[src/rtl/uart_cmd_assembler.sv]
// uart_cmd_assembler: pairs consecutive UART bytes (high first) into a 16-bit
// command word, with a ready/clear handshake toward the command processor and
// an inter-byte timeout that drops a stranded high byte.
module uart_cmd_assembler #(
  parameter int unsigned TIMEOUT_CYC = 4096,
  parameter int unsigned TO_W        = 16
) (
  input  logic        clk,
  input  logic        rst,
  input  logic        rx_rdy,
  input  logic [7:0]  rx_data,
  output logic        clr_rx_rdy,
  output logic [15:0] cmd,
  output logic        cmd_rdy,
  input  logic        clr_cmd_rdy,
  output logic        timeout_err,
  output logic        overrun
);

  typedef enum logic {
    WAIT_HI = 1'b0,
    WAIT_LO = 1'b1
  } state_t;

  // Terminal timer value; the timeout fires here, so the timer never wraps.
  localparam logic [TO_W-1:0] TO_LAST = TO_W'(TIMEOUT_CYC - 1);

  state_t          state_q, state_d;
  logic [7:0]      hi_byte_q, hi_byte_d;
  logic [TO_W-1:0] timer_q, timer_d;
  logic [15:0]     cmd_q, cmd_d;
  logic            cmd_rdy_q, cmd_rdy_d;
  logic            timeout_err_q, timeout_err_d;
  logic            overrun_q, overrun_d;
  logic            accept;

  // State and data registers with asynchronous reset.
  always_ff @(posedge clk or posedge rst) begin
    if (rst) begin
      state_q       <= WAIT_HI;
      hi_byte_q     <= '0;
      timer_q       <= '0;
      cmd_q         <= '0;
      cmd_rdy_q     <= 1'b0;
      timeout_err_q <= 1'b0;
      overrun_q     <= 1'b0;
    end else begin
      state_q       <= state_d;
      hi_byte_q     <= hi_byte_d;
      timer_q       <= timer_d;
      cmd_q         <= cmd_d;
      cmd_rdy_q     <= cmd_rdy_d;
      timeout_err_q <= timeout_err_d;
      overrun_q     <= overrun_d;
    end
  end

  // Next-state, byte accept, command assembly and handshake flags.
  always_comb begin
    state_d       = state_q;
    hi_byte_d     = hi_byte_q;
    timer_d       = timer_q;
    cmd_d         = cmd_q;
    cmd_rdy_d     = cmd_rdy_q;
    timeout_err_d = 1'b0;
    overrun_d     = 1'b0;
    accept        = 1'b0;

    // Consumer clear; a completion below in the same cycle overrides it.
    if (clr_cmd_rdy) begin
      cmd_rdy_d = 1'b0;
    end

    case (state_q)
      WAIT_HI: begin
        timer_d = '0;
        if (rx_rdy) begin
          accept    = 1'b1;
          hi_byte_d = rx_data;
          state_d   = WAIT_LO;
        end
      end
      WAIT_LO: begin
        timer_d = timer_q + TO_W'(1);
        // A byte in the terminal-count cycle takes priority over the timeout.
        if (rx_rdy) begin
          accept    = 1'b1;
          cmd_d     = {hi_byte_q, rx_data};
          cmd_rdy_d = 1'b1;
          overrun_d = cmd_rdy_q & ~clr_cmd_rdy;
          timer_d   = '0;
          state_d   = WAIT_HI;
        end else if (timer_q == TO_LAST) begin
          timeout_err_d = 1'b1;
          timer_d       = '0;
          state_d       = WAIT_HI;
        end
      end
      default: begin
        state_d = WAIT_HI;
      end
    endcase
  end

  // Receiver acknowledge is Mealy; held low while reset is asserted.
  assign clr_rx_rdy  = accept & ~rst;
  assign cmd         = cmd_q;
  assign cmd_rdy     = cmd_rdy_q;
  assign timeout_err = timeout_err_q;
  assign overrun     = overrun_q;

endmodule

[config.mk]
export PLATFORM = sky130hd
export DESIGN_NAME = uart_cmd_assembler
export DESIGN_NICKNAME = d
export VERILOG_FILES = /design/src/rtl/uart_cmd_assembler.sv
export SDC_FILE = /design/constraint.sdc
export NUM_CORES = 1
export LEC_CHECK = 0
export CAP_MARGIN = 20
export CORE_ASPECT_RATIO = 1.2
export CORE_MARGIN = 4
export CORE_UTILIZATION = 54
export CTS_BUF_LIST = sky130_fd_sc_hd__clkbuf_4 sky130_fd_sc_hd__clkbuf_8
export CTS_CLUSTER_DIAMETER = 60
export CTS_CLUSTER_SIZE = 25
export DETAILED_ROUTE_END_ITERATION = 6
export PLACE_DENSITY = 0.8
export SLEW_MARGIN = 0
export SYNTH_ARGS = -nofsm -noshare
export SYNTH_HDL_FRONTEND = slang
export SYNTH_SLANG_ARGS = --single-unit
export TNS_END_PERCENT = 20
[constraint.sdc]
create_clock -name clk -period 1.95 [get_ports clk]
set_input_delay 0.195 -clock clk [delete_from_list [all_inputs] [get_ports clk]]
set_output_delay 0.195 -clock clk [all_outputs]
set_load 0.05 [all_outputs]
==> results_dict.tcl <==
set metrics [dict create \
    clock_skew_ns 0.00904 \
    period_share_pct 89.1 \
    clk_latency_ns 0.35 \
    dr.pass1.iters 4 \
    status "finished clean" \
    cts_setup_buffers 0 \
    worstMarginPinSlew_ns 0.532 \
    path_buf_inv 1 \
    grt_pass1_vias 1234 \
    antenna_found_initial 0 \
    fp-row-count 22 \
    synth.most_common_cell "dfrtp_1" \
    cts_buffers 5 \
    ant_nets 0 \
    criticalPathCategory "reg -> out" \
    cp_max_fo 2 \
    relSlewSlack_pct 64.5 \
    crit_slowest_cell "clkdlybuf4s50_1" \
    hold_path_class "in -> async" \
    fin_setup_tns_ns 0 \
    synth.distinct_cells 25 \
    io_pins 32 \
    core_area_mm2 0.00314 \
    routed_via_density 5.43 \
    syn_nets 156 \
    setup_viol 0 \
    overflow 0 \
    ctsResizeCount 0 \
    antenna_cells 0 \
    maxCapViolations 0 \
    critical-path-top-delay-family "buffers and inverters" \
    fmax_mhz 576 \
    power_w 0.00250 \
    dr.max_layer_used "met4" \
    cts_tree "yes" \
    clockBufferDepth 2 \
    wl_per_cell_um 14.8 \
    fin_nets 195 \
    vias 1183 \
    report.final.hold_viol_count 0 \
    cts.reportedPaths.clkPinSlew_ns 0.12 \
    clockRootBuffer "clkbuf_4" \
    ys_ff_latch 44 \
    grt_pass1_wl_mm 5.53 \
    drcViolationCount 0 \
    whs_ns 0.305 \
    ir_worst_vdd_mv 1.00 \
    worstPathArrival_ns 1.54 \
    p_per_area_mw_per_mm2 1120 \
    syn_avg_cell_area_um2 12.6 \
    io_buffers 31 \
    grt_usage_pct 17.3 \
    drt_iter0_markers 46 \
    fin_crit_ns 1.74 \
    crit_chain "clkdlybuf4s50_1" \
    wl_met1_mm 1.34 \
    postCtsHoldBufs 0 \
    ys_top_cells_by_area "dfrtp_1 61%, mux2_2 15%, xnor2_1 4.9%" \
    place.gp.congestion 0.865 \
    slowest_delay_ns 0.82 \
    grt_max_degree 45 \
    die_h_um 71.2 \
    start_kind "flip-flop" \
    synth_edf_count 0 \
    dr_wl_met2_mm 1.61 \
    synth-async-reset-ratio_pct 100 \
    dr_wl_met3_um 217 \
    clock-sinks 44 \
    rsz0062_at_grt "no" \
    synth_flop_cell "dfrtp_1" \
    p_leak_nw 0.928 \
    start_util_pct 57.3 \
    ys_seq_area_share_pct 61.2 \
    synthesis.area_mm2 0.00180 \
    die_area_mm2 0.00432 \
    dp_hpwl_mm 2.30 \
    required_ns 1.75 \
    synth_top_area_cell "dfrtp_1" \
    maxSlewViolCount 0 \
    area_delta_synth_final_pct 24.1 \
    synthTopCellsByCount "44 x dfrtp_1, 24 x mux2_2, 20 x nor2_1" \
    synth_top_area_share_pct 61.2 \
    endpoint_kind "output pin" \
    syn-instance-count 143 \
    layout-drive-gt1-share_pct 21.4 \
    finalWirelength_mm 3.22 \
    cts_max_level 2 \
    ys_warn_count 0 \
    fp.dieW_um 60.7 \
]
## layout by cell type, fill, tap and decap left out, types with 2 or more instances in the layout
cell type,count
buf_4,4
clkbuf_4,5
clkdlybuf4s50_1,30
dfrtp_1,44
inv_1,3
mux2_2,24
nand2_1,8
nand2b_1,3
nand3_1,6
nor2_1,20
nor3_1,3
nor4_1,5
xnor2_1,10
xor2_1,2
## final timing paths
kind,start,to,slack [ns],cells past startpoint
max,cmd[15],cmd[15],0.21,1
min,rst,hi_byte_q[1],0.30,3
max reg2reg,timer_q[0],state_q,0.22,5
min reg2reg,hi_byte_q[0],hi_byte_q[0],0.52,1
max in group asynchronous,rst,timer_q[9],1.27,3
min in group clk,clr_cmd_rdy,overrun,0.47,3
## registers in the layout (all words and copies together), names as in the netlist
register	flops
cmd	16
timer_q	16
hi_byte_q	8
cmd_rdy	1
overrun	1
state_q	1
timeout_err	1
## power breakdown
group,total [W],internal [W],switching [W]
clock network,0.000411,0.000132,0.000279
logic,0.000937,0.000353,0.000584
registers,0.00115,0.00107,0.0000802
total,0.00250,0.00156,0.000943
## cells by family after synthesis
group                      count (synthesis)  share of synthesized area, %
and+or+nand+nor                           52                          14.4
DFF                                       44                          61.2
muxes                                     25                          15.6
xor gates and xnor gates                  12                          5.84
buffers and inverters                      6                          1.32
AOI/OAI and AO/OA                          3                         0.973
adders and majority gates                  1                         0.695
## final cells by class
| type | instances | area (um2) |
|---|---|---|
| Fill cell | 235 | 905 |
| Tap cell | 36 | 45.0 |
| Clock inverter | 2 | 12.5 |
| Inverter | 3 | 11.3 |
| Timing Repair Buffer | 35 | 350 |
| Sequential cell | 44 | 1100 |
| Multi-Input combinational cell | 93 | 676 |
| Clock buffer | 5 | 37.5 |
## routing by layer
layer  track usage (%)  vias to the layer above
met5                 0                        -
met4              6.51                        0
met3              7.39                        7
met2              27.5                       36
met1              20.7                      575
li1                  -                      565
## through the flow
stage	std cells	setup WS, ns	util, %	cell area [um2]
5_1_grt	218	0.114	71.2	2230
4_1_cts	218	0.108	71.1	2230
3_5_place_dp	211	0.135	69.5	2180
3_3_place_gp	211	0.271	69.5	2180
2_1_floorplan	143	0.324	-	1800
6_report	218	0.213	71.2	2230
Power figures use the tool's default switching activity.
